$ cat config.mk
export PLATFORM = sky130hd
export DESIGN_NAME = pulse_train_sequencer
export DESIGN_NICKNAME = d
export VERILOG_FILES = /design/src/rtl/pulse_train_sequencer.sv
export SDC_FILE = /design/constraint.sdc
export NUM_CORES = 1
export LEC_CHECK = 0
export ABC_AREA = 1
export CELL_PAD_IN_SITES_DETAIL_PLACEMENT = 0
export CELL_PAD_IN_SITES_GLOBAL_PLACEMENT = 1
export CORE_UTILIZATION = 40
export CTS_BUF_LIST = sky130_fd_sc_hd__clkbuf_8
export DETAILED_ROUTE_END_ITERATION = 16
export GPL_TIMING_DRIVEN = 0
export PLACE_DENSITY = 0.79
export SLEW_MARGIN = 25
export SYNTH_ARGS = -nofsm -noshare
export SYNTH_HDL_FRONTEND = slang
export SYNTH_SLANG_ARGS = --single-unit
$ cat constraint.sdc
create_clock -name CLK -period 2.4 [get_ports CLK]
set_clock_uncertainty 0.2 [all_clocks]
set_input_delay 0.36 -clock CLK [delete_from_list [all_inputs] [get_ports CLK]]
set_output_delay 0.36 -clock CLK [all_outputs]
set_load 0.01 [all_outputs]
$ cat src/rtl/pulse_train_sequencer.sv
// pulse_train_sequencer: latches a burst config and strobes a signal generator once per period.
// Define PULSE_SEQ_ACK_TIMEOUT_EN to build the generator-acknowledge timeout.
module pulse_train_sequencer #(
  parameter int PERIOD_W    = 16,
  parameter int NPULSE_W    = 8,
  parameter int ACK_TIMEOUT = 15
) (
  input  logic                CLK,
  input  logic                RESET,
  input  logic                START,
  input  logic                ABORT,
  input  logic [1:0]          CFG_SIGNAL_TYPE,
  input  logic [9:0]          CFG_T_IMPULSE,
  input  logic [NPULSE_W-1:0] CFG_NUM_PULSES,
  input  logic [PERIOD_W-1:0] CFG_PERIOD,
  input  logic                OUT_REG_READY,
  input  logic                GEN_START_CALC,
  input  logic                GEN_STOP_CALC,
  output logic [1:0]          SIGNAL_TYPE,
  output logic [9:0]          T_IMPULSE,
  output logic                SIGN_START_GEN,
  output logic                GEN_RESET,
  output logic                BUSY,
  output logic                DONE,
  output logic [NPULSE_W-1:0] PULSE_IDX,
  output logic [1:0]          ERR_CODE
);
  typedef enum logic [2:0] {IDLE, ARM, WAIT_ACK, RUN, FINISH} state_t;
  state_t state, state_d;
  logic [NPULSE_W-1:0] num_pulses, num_d, idx_d;
  logic [PERIOD_W-1:0] period, period_d, pcnt, pcnt_d;
  logic [1:0] type_d, err_d;
  logic [9:0] t_d;
  logic strobe_d, gen_rst_d, timeout;
`ifdef PULSE_SEQ_ACK_TIMEOUT_EN
  localparam int TW = $clog2(ACK_TIMEOUT + 1);
  logic [TW-1:0] ack_tmr;
  always_ff @(posedge CLK or negedge RESET)
    if (!RESET) ack_tmr <= '0;
    else ack_tmr <= (state == WAIT_ACK) ? ack_tmr + 1'b1 : '0;
  assign timeout = ack_tmr == TW'(ACK_TIMEOUT);
`else
  assign timeout = ACK_TIMEOUT < 0;
`endif
  always_comb begin
    state_d   = state;
    type_d    = SIGNAL_TYPE;
    t_d       = T_IMPULSE;
    num_d     = num_pulses;
    period_d  = period;
    idx_d     = PULSE_IDX;
    err_d     = ERR_CODE;
    strobe_d  = 1'b0;
    gen_rst_d = 1'b0;
    pcnt_d    = (pcnt != '0) ? pcnt - 1'b1 : pcnt;
    case (state)
      IDLE: if (START && !ABORT) begin
        type_d   = CFG_SIGNAL_TYPE;
        t_d      = CFG_T_IMPULSE;
        num_d    = CFG_NUM_PULSES;
        period_d = CFG_PERIOD;
        idx_d    = '0;
        err_d    = 2'd0;
        pcnt_d   = '0;
        state_d  = (CFG_NUM_PULSES == '0) ? FINISH : ARM;
      end
      // Load period-1 so the next strobe lands exactly PERIOD cycles after this one.
      ARM: if (OUT_REG_READY && pcnt == '0) begin
        strobe_d = 1'b1;
        pcnt_d   = period - PERIOD_W'(period != '0);
        state_d  = WAIT_ACK;
      end
      WAIT_ACK: if (GEN_START_CALC) state_d = RUN;
      else if (timeout) begin
        err_d     = 2'd2;
        gen_rst_d = 1'b1;
        state_d   = IDLE;
      end
      RUN: if (GEN_STOP_CALC) begin
        idx_d   = PULSE_IDX + 1'b1;
        state_d = (idx_d == num_pulses) ? FINISH : ARM;
      end
      FINISH: state_d = IDLE;
      default: state_d = IDLE;
    endcase
    if ((state == WAIT_ACK || state == RUN) && pcnt == '0 && period != '0 && err_d == 2'd0) err_d = 2'd1;
    if (ABORT && state != IDLE) begin
      state_d   = IDLE;
      err_d     = 2'd3;
      gen_rst_d = 1'b1;
      strobe_d  = 1'b0;
      idx_d     = PULSE_IDX;
    end
  end
  always_ff @(posedge CLK or negedge RESET)
    if (!RESET) begin
      state          <= IDLE;
      num_pulses     <= '0;
      period         <= '0;
      pcnt           <= '0;
      SIGNAL_TYPE    <= '0;
      T_IMPULSE      <= '0;
      SIGN_START_GEN <= 1'b0;
      GEN_RESET      <= 1'b0;
      BUSY           <= 1'b0;
      DONE           <= 1'b0;
      PULSE_IDX      <= '0;
      ERR_CODE       <= '0;
    end else begin
      state          <= state_d;
      num_pulses     <= num_d;
      period         <= period_d;
      pcnt           <= pcnt_d;
      SIGNAL_TYPE    <= type_d;
      T_IMPULSE      <= t_d;
      SIGN_START_GEN <= strobe_d;
      GEN_RESET      <= gen_rst_d;
      BUSY           <= state != IDLE || state_d != IDLE;
      DONE           <= state == FINISH && !ABORT;
      PULSE_IDX      <= idx_d;
      ERR_CODE       <= err_d;
    end
endmodule

==> results of run 1 <==
## layer usage
layer / share of wire (%) / up-vias / GRT usage (%)
li1: - / 1827 / -
met1: 48 / 1658 / 29.48
met2: 46 / 84 / 34.22
met3: 5.1 / 16 / 4.387
met4: 1.6 / 0 / 6.900
met5: 0 / - / 0
## registers in the layout, summed over array words and instances (netlist names), 2 cells and up
name,flops
period,16
ERR_CODE,2
T_IMPULSE,10
state,3
num_pulses,8
pcnt,16
SIGNAL_TYPE,2
PULSE_IDX,8
## cell type report
| cell class | instances | area [sq um] | area share (%) |
|---|---|---|---|
| timing repair buffer | 89 | 858.3 | 16.67 |
| buffer | 8 | 43.79 | 0.8505 |
| multi-input combinational | 374 | 1921 | 37.30 |
| clock buffer | 10 | 137.6 | 2.673 |
| inverter | 56 | 211.5 | 4.107 |
| clock inverter | 6 | 86.33 | 1.677 |
| tap | 129 | 161.4 | 3.135 |
| sequential | 69 | 1729 | 33.58 |
## power by group
part	internal (mW)	switching (mW)	total, mW
combinational	1.21	1.63	2.84
sequential	1.59	0.334	1.93
clock	0.612	0.464	1.08
## worst max path at each step
stage | cells after the start | startpoint | slack (ns) | endpoint
after floorplan | 11 | period[6] | 0.17 | pcnt[8]
after global placement | 1 | RESET | -1.76 | pcnt[6]
after detailed placement | 10 | period[6] | -0.25 | pcnt[6]
after CTS | 12 | period[2] | 0.01 | pcnt[6]
after global routing | 12 | period[4] | -0.008 | pcnt[15]
final | 10 | period[7] | 0.07 | pcnt[6]
## per-stage QoR
stage / utilization (%) / setup TNS, ns / std cells / hold slack (ns) / setup WS [ns]
floorplan: - / 0 / 507 / -0.1356 / 0.1661
global placement: 50.55 / -122.50 / 704 / 0.2616 / -1.758
detailed placement: 50.82 / -1.533 / 705 / 0.09273 / -0.2530
CTS: 53.89 / 0 / 726 / 0.2516 / 0.01097
global route: 55.72 / -0.007694 / 741 / 0.2802 / -0.007694
finish: 55.72 / 0 / 741 / 0.2593 / 0.07058
## cell families after synthesis
logic type | after synthesis
flops | 69
buf+inv | 64
fa+ha+maj | 4
simple gates | 293
xor+xnor | 18
compound gates | 59
## layout by cell type (no fill, tap or decap), types with 3 or more instances in the layout
cell,synthesis,routed
nor2_2,9,11
clkinv_2,1,3
xor2_1,13,13
clkbuf_8,0,10
nand2_2,5,6
a21oi_1,12,12
nand4_1,5,5
inv_2,11,15
nor2_4,2,4
clkdlybuf4s50_1,0,67
nor2_1,44,40
o21ai_1,16,17
o22ai_1,11,11
buf_4,0,20
nand2_1,170,166
dfrtp_1,69,67
o21ai_0,16,15
buf_2,5,5
inv_1,43,39
nand2_4,2,5
nand3_1,37,37
nor3_1,3,3
xnor2_1,5,5
nand3b_1,3,3
nor4_1,4,3
## repair_timing
item / in CTS / in global routing
hold buffers: 1 / 0
resized for setup: 9 / 16
pin swaps: 5 / 6
setup endpoints to repair: 11 / 11
endpoints found under the hold margin: 22 / 0
setup buffers: 4 / 15
==> flow_summary.ini, run 1 <==
[setup_path]
cp_cell_sequence = nor2_4 > nand2_4 > nor4_4 > nand4_1 > ha_2 > ha_2 > nand2_4 > nor2_1 > xnor2_1 > o21ai_1
worstPathMaxFanout = 4
startpoint_type = flop
cp-end-kind = flop
path_class = reg2reg
reg2reg_to = pcnt[6]
crit_family = simple AND/OR/NAND/NOR gates
arrival_ns = 2.35
ff2ff_path_depth = 10
slowest_stage = dfrtp_2
required_ns = 2.43
crit_buf_inv = 0
r2r-start = period[7]
r2r_setup_slack_ns = 0.07
max_stage_delay_ns = 0.44

[status]
outcome = finished, final reports clean

[detailed_routing]
routed_wl_mm = 10.20
wl_per_cell_microns = 13.76
dr.pass1.iters = 4
viasPerCell = 4.838
vias = 3585
ant_nets = 0
remaining_drc_errors = 0
drtIter0Drc = 135

[die]
rows = 35
die_w_microns = 99.84
core_area_sq_mm = 0.009240
die_y_microns = 99.84
start_util_pct = 41.44
die_area_sq_mm = 0.009967
top_level_ports = 69

[clock_tree]
cts_tree = done
clockRootBuffer = clkbuf_8
tritoncts_num_sinks = 69
clk_pin_slew_worst_paths_ns = 0.08
cts_made_buffers = 9
h-tree-depth = 3
clockBufferDepth = 2
clk_latency_ns = 0.34

[synth]
synth.most_common_cell = nand2_1
yosys.area_share.simple_pct = 34.12
synth-compound-area-share_pct = 8.693
synth_fa_ha_area_share_pct = 1.307
synth_cell_types = 38
synth_commonest_cells = 170 x nand2_1, 69 x dfrtp_1, 44 x nor2_1, 43 x inv_1, 37 x nand3_1
ys_seq_area_share_pct = 45.10
synthXorXnorAreaFrac_pct = 4.118
synthFlopType = dfrtp_1
ys_warn_count = 0
ys_ff_latch = 69
syn_area_sq_mm = 0.003829
yosys.area.top_type = dfrtp_1
syn_area_per_cell_sq_um = 7.552
synth_mux_area_share_pct = 0
synth_top_area_share_pct = 45.10
synth_edf_count = 0
synth_top_family_by_area = simple AND/OR/NAND/NOR gates
synth_cells = 507
synth_nets = 554
synth_area_leaders = dfrtp_1 45%, nand2_1 17%, nand3_1 4.8%
async_flop_share_pct = 100.0

[min_path]
hp-class = in2async

[job]
max_cap_violations = 0

[power_and_ir_drop]
powerDensity_mw_per_mm2 = 1136
p_leak_nw = 2.437
total_power_mw = 5.847
ir_worst_vdd_v = 0.0005755

[final_layout]
area_delta_synth_final_pct = 34.48
final_cell_area_sq_mm = 0.005149
drive_gt1_share_pct = 16.01
n_antenna_cell = 0
fin_nets = 654
fill_cells = 902

[placement]
portBuffers = 68
gp_congestion = 0.8602
dpl_cell_area_sq_mm = 0.004696
dp_hpwl_mm = 7.614

[sta]
period_minus_slack_ns = 2.329
tightest_slew_ns = 0.5497
finalCritPeriodShare_pct = 97.06
max_freq_mhz = 429.3
setup_viol = 0
drv_slew = 0
relSlewSlack_pct = 63.35
hold_viol = 0

[grt]
grt_pass1_vias = 3436
antenna_found_initial = 0
grt_max_degree = 48
grt_pass1_wl_mm = 16.62
grt_util_all_layers_pct = 21.51
grt-ovfl-total = 0
No activity file was read; power rests on OpenSTA's default activity.
==> run 2: changes to the inputs <==
--- a/config.mk
+++ b/config.mk
@@ -8,11 +8,11 @@
 export ABC_AREA = 1
 export CELL_PAD_IN_SITES_DETAIL_PLACEMENT = 0
 export CELL_PAD_IN_SITES_GLOBAL_PLACEMENT = 1
-export CORE_UTILIZATION = 40
+export CORE_UTILIZATION = 36
 export CTS_BUF_LIST = sky130_fd_sc_hd__clkbuf_8
 export DETAILED_ROUTE_END_ITERATION = 16
 export GPL_TIMING_DRIVEN = 0
-export PLACE_DENSITY = 0.79
+export PLACE_DENSITY = 0.75
 export SLEW_MARGIN = 25
 export SYNTH_ARGS = -nofsm -noshare
 export SYNTH_HDL_FRONTEND = slang
==> constraint.sdc (replaced) <==
create_clock -name CLK -period 2.14 [get_ports CLK]
set_clock_uncertainty 0.2 [all_clocks]
set_input_delay 0.321 -clock CLK [delete_from_list [all_inputs] [get_ports CLK]]
set_output_delay 0.321 -clock CLK [all_outputs]
set_load 0.01 [all_outputs]
==> flow_summary.ini, run 2 (synthesis gave the netlist of run 1 again) <==
[status]
outcome = finished, violations left
violations = negative setup slack

[min_path]
hp-class = in2async

[power_and_ir_drop]
ir_worst_vdd_v = 0.0004457
powerDensity_mw_per_mm2 = 1307
p_leak_nw = 2.516

[die]
start_util_pct = 37.09
die_w_microns = 105.1
die_area_sq_mm = 0.01105
top_level_ports = 69
die_y_microns = 105.1
rows = 37
core_area_sq_mm = 0.01032

[detailed_routing]
wl_per_cell_microns = 14.32
routed_wl_mm = 10.84
dr.pass1.iters = 4
drtIter0Drc = 157
viasPerCell = 4.799
ant_nets = 0
remaining_drc_errors = 0
vias = 3633

[setup_path]
required_ns = 2.17
cp_cell_sequence = nor2_4 > nand2_2 > nor4_2 > nand4_1 > ha_4 > ha_4 > nand2_8 > nor2_4 > nand2_1 > xor2_1 > o21ai_1
startpoint_type = flop
crit_buf_inv = 0
slowest_stage = dfrtp_2
cp-end-kind = flop
worstPathMaxFanout = 4
arrival_ns = 2.41
max_stage_delay_ns = 0.46
crit_family = simple AND/OR/NAND/NOR gates
path_class = reg2reg

[final_layout]
top_regs = pcnt x16, period x16, T_IMPULSE x10
register_area_sq_mm = 0.001729
fin_nets = 663
layout_common_cells = 162 x nand2_1, 67 x dfrtp_1, 67 x clkdlybuf4s50_1, 39 x nor2_1, 38 x inv_1
final_cells = 757
area_delta_synth_final_pct = 41.60
drive_gt1_share_pct = 20.61
fill_cells = 971
layout_commonest_cell = nand2_1
multi_input_area_sq_mm = 0.002078
n_antenna_cell = 0

[sta]
setup_viol = 13
finalSetupTns_ns = -2.139
period_minus_slack_ns = 2.380
rsz0062_at_grt = true
max_freq_mhz = 420.2
hold_viol = 0
setup_slack_ns = -0.2397
finalCritPeriodShare_pct = 111.2
relSlewSlack_pct = 62.66
tightest_slew_ns = 0.5581
drv_slew = 0

[placement]
dp_hpwl_mm = 7.716
gp_congestion = 0.8076
dpl.cell_count = 712
portBuffers = 68

[grt]
grt_pass1_wl_mm = 17.84
grt_pass1_vias = 3639
grt_util_all_layers_pct = 20.83
grt-ovfl-total = 0
grt_max_degree = 37
antenna_found_initial = 0

[clock_tree]
clk_pin_slew_worst_paths_ns = 0.08
tritoncts_num_sinks = 69
clockRootBuffer = clkbuf_8
clk_latency_ns = 0.36
cts_tree = done
h-tree-depth = 3
cts_made_buffers = 9
clockBufferDepth = 2

[job]
max_cap_violations = 0
## run 2: cell count changes in the layout (fill, tap and decap cells not counted), sizes merged
cell,previous run,this run
inv,54,55
clkinv,5,4
buf,27,36
## run 2: routing by layer
metal  wire [microns]  GRT usage, %  vias up
met5                0             0        -
met4              168         6.841        0
met3              617         5.365       14
met2             4916         33.30       87
met1             5135         27.48     1695
li1                 -             -     1837
## run 2: worst paths after layout
check / from / endpoint / slack (ns) / cells after the start
setup / recovery: period[6] / pcnt[8] / -0.24 / 11
hold / removal: RESET / PULSE_IDX[7] / 0.27 / 2
setup reg to reg: period[6] / pcnt[8] / -0.24 / 11
hold reg to reg: T_IMPULSE[0] / T_IMPULSE[0] / 0.29 / 2
max in group asynchronous: RESET / pcnt[10] / 0.90 / 3
min in group CLK: T_IMPULSE[0] / T_IMPULSE[0] / 0.29 / 2
## run 2: through the flow
| step | util [%] | hold WS, ns | setup WS (ns) | total power, mW | area, sq um |
|---|---|---|---|---|---|
| floorplan | - | -0.1746 | 0.002347 | 4.006 | 3836 |
| global route | 52.51 | 0.2994 | -0.3439 | 7.631 | 5421 |
| CTS | 50.87 | 0.2814 | -0.1412 | 6.752 | 5251 |
| global placement | 45.40 | 0.2619 | -1.991 | 4.921 | 4687 |
| detailed placement | 45.57 | 0.1214 | -0.3994 | 4.966 | 4705 |
| finish | 52.51 | 0.2716 | -0.2397 | 7.088 | 5421 |
## run 2: timing repair
action,in CTS,in global routing
gates resized for setup,33,35
pin swaps,21,25
setup buffers,25,5
endpoints found under the setup margin,15,19
endpoints found under the hold margin,35,0
hold buffers,1,0
## run 2: cell type report
type,count,area share (%)
sequential,69,31.89
buffer,8,0.8078
clock inverter,6,1.592
tap,136,3.139
timing repair buffer,98,17.77
multi-input combinational,374,38.33
inverter,56,3.923
clock buffer,10,2.539
## run 2: where the power goes
group / switching, mW / internal, mW / total [mW] / leakage, nW
sequential: 0.375 / 1.79 / 2.16 / 0.881
combinational: 2.06 / 1.64 / 3.71 / 1.52
clock: 0.535 / 0.686 / 1.22 / 0.112
==> run 3: changes to the inputs <==
--- a/config.mk
+++ b/config.mk
@@ -10,8 +10,10 @@
 export CELL_PAD_IN_SITES_GLOBAL_PLACEMENT = 1
 export CORE_UTILIZATION = 36
 export CTS_BUF_LIST = sky130_fd_sc_hd__clkbuf_8
+export CTS_CLUSTER_DIAMETER = 80
 export DETAILED_ROUTE_END_ITERATION = 16
 export GPL_TIMING_DRIVEN = 0
+export MAX_ROUTING_LAYER = met4
 export PLACE_DENSITY = 0.75
 export SLEW_MARGIN = 25
 export SYNTH_ARGS = -nofsm -noshare
==> flow_summary.ini, run 3 (synthesis gave the netlist of run 1 again) <==
[status]
outcome = finished, violations left
violations = negative setup slack

[power_and_ir_drop]
internal_power_mw = 4.116
powerDensity_mw_per_mm2 = 1309
clockPowerShare_pct = 17.2
p_leak_nw = 2.511
ir_worst_vdd_v = 0.0004472
p_comb_share_pct = 52.3
p_sw_share_pct = 41.91
pwr-share-seq_pct = 30.5
switching_power_mw = 2.970

[setup_path]
worstPathMaxFanout = 4
startpoint_type = flop
path_class = reg2reg
ff2ff_path_depth = 11
cp-end-kind = flop
r2r-start = period[6]
reg2reg_to = pcnt[8]
required_ns = 2.17
r2r_setup_slack_ns = -0.24
arrival_ns = 2.41

[clock_tree]
clockBufferDepth = 2
clk_latency_ns = 0.36
cts_made_buffers = 9
clk_pin_slew_worst_paths_ns = 0.08
clockRootBuffer = clkbuf_8
h-tree-depth = 3
tritoncts_num_sinks = 69
cts_tree = done

[min_path]
hp-class = in2async

[detailed_routing]
drtIter0Drc = 139
wl_per_cell_microns = 14.28
viasPerCell = 4.833
dr.pass1.iters = 4
ant_nets = 0
remaining_drc_errors = 0
routed_wl_mm = 10.80
vias = 3654

[sta]
setup_slack_ns = -0.2362
max_freq_mhz = 420.8
hold-worst-slack_ns = 0.2642
period_minus_slack_ns = 2.376
rsz0062_at_grt = true
setup_viol = 13
relSlewSlack_pct = 62.36
hold_viol = 0
tightest_slew_ns = 0.5646
finalCritPeriodShare_pct = 111.0
drv_slew = 0

[die]
top_level_ports = 69
rows = 37
die_area_sq_mm = 0.01105
start_util_pct = 37.09
die_w_microns = 105.1
die_y_microns = 105.1
core_area_sq_mm = 0.01032

[final_layout]
layout_commonest_cell = nand2_1
fin_util_pct = 52.44
top_regs = pcnt x16, period x16, T_IMPULSE x10
n_antenna_cell = 0
area_delta_synth_final_pct = 41.41
drive_gt1_share_pct = 20.48
final_cells = 756
fin_nets = 662
layout_common_cells = 162 x nand2_1, 67 x dfrtp_1, 67 x clkdlybuf4s50_1, 39 x nor2_1, 38 x inv_1

[grt]
grt_pass1_vias = 3642
grt_util_all_layers_pct = 21.37
grt_pass1_wl_mm = 17.77
antenna_found_initial = 0
grt-ovfl-total = 0
grt_max_degree = 37

[placement]
portBuffers = 68
dp_hpwl_mm = 7.716
dpl.cell_count = 712
gp_congestion = 0.8194

[job]
max_cap_violations = 0
## run 3: cell types whose count changed in the layout (fill, tap and decap cells not counted), sizes merged
cell	before	now
buf	36	35
## run 3: how the worst max path moves through the flow
stage	cells past startpoint	end	slack (ns)	startpoint
after floorplan	13	pcnt[8]	0.002	period[3]
after global placement	1	pcnt[6]	-1.99	RESET
after detailed placement	14	pcnt[15]	-0.40	period[3]
after CTS	14	pcnt[15]	-0.14	period[2]
after global routing	11	pcnt[8]	-0.34	period[9]
final	11	pcnt[8]	-0.24	period[6]
## run 3: power groups by stage
| stage | combinational [mW] | sequential [mW] | clock (mW) |
|---|---|---|---|
| global route | 4.11 | 2.23 | 1.29 |
| floorplan | 1.84 | 2.17 | 0 |
| detailed placement | 2.78 | 2.18 | 0 |
| CTS | 3.37 | 2.14 | 1.23 |
| global placement | 2.75 | 2.17 | 0 |
| finish | 3.71 | 2.16 | 1.22 |
## run 3: routing by layer
metal	GRT usage (%)	vias to the layer above	wire length (microns)
li1	-	1835	-
met3	4.180	13	414
met4	6.841	0	163
met1	27.95	1719	5261
met2	33.40	87	4956
met5	-	-	0
## run 3: area by class of cell
| type | count | area, sq um |
|---|---|---|
| Clock buffer | 10 | 137.6 |
| Buffer | 8 | 43.79 |
| Inverter | 56 | 212.7 |
| Clock inverter | 6 | 86.33 |
| Fill cell | 971 | 4910 |
| Timing Repair Buffer | 97 | 955.9 |
| Tap cell | 136 | 170.2 |
| Sequential cell | 69 | 1729 |
| Multi-Input combinational cell | 374 | 2078 |
## run 3: worst max-delay path, stage by stage (launching register included)
cell	delay (ns)
dfrtp_2	0.46
nor2_4	0.13
nand2_2	0.09
nor4_2	0.27
nand4_1	0.20
ha_4	0.24
ha_4	0.18
nand2_8	0.10
nor2_4	0.05
nand2_1	0.09
xor2_1	0.16
o21ai_1	0.08
## run 3: metrics by stage
stage	power, mW	TNS, ns	worst slack (ns)	cell area, sq um
final	7.086	-2.090	-0.2362	5414
after global routing	7.625	-3.761	-0.3438	5414
after CTS	6.752	-1.054	-0.1412	5251
after detailed placement	4.966	-4.362	-0.3994	4705
after global placement	4.921	-141.17	-1.991	4687
after floorplan	4.006	0	0.002347	3836
## run 3: timing repair
action	in CTS	in global routing
pin swaps	21	25
buffers inserted	25	4
hold buffers	1	0
endpoints found under the setup margin	15	19
endpoints found under the hold margin	35	0
resized for setup	33	35
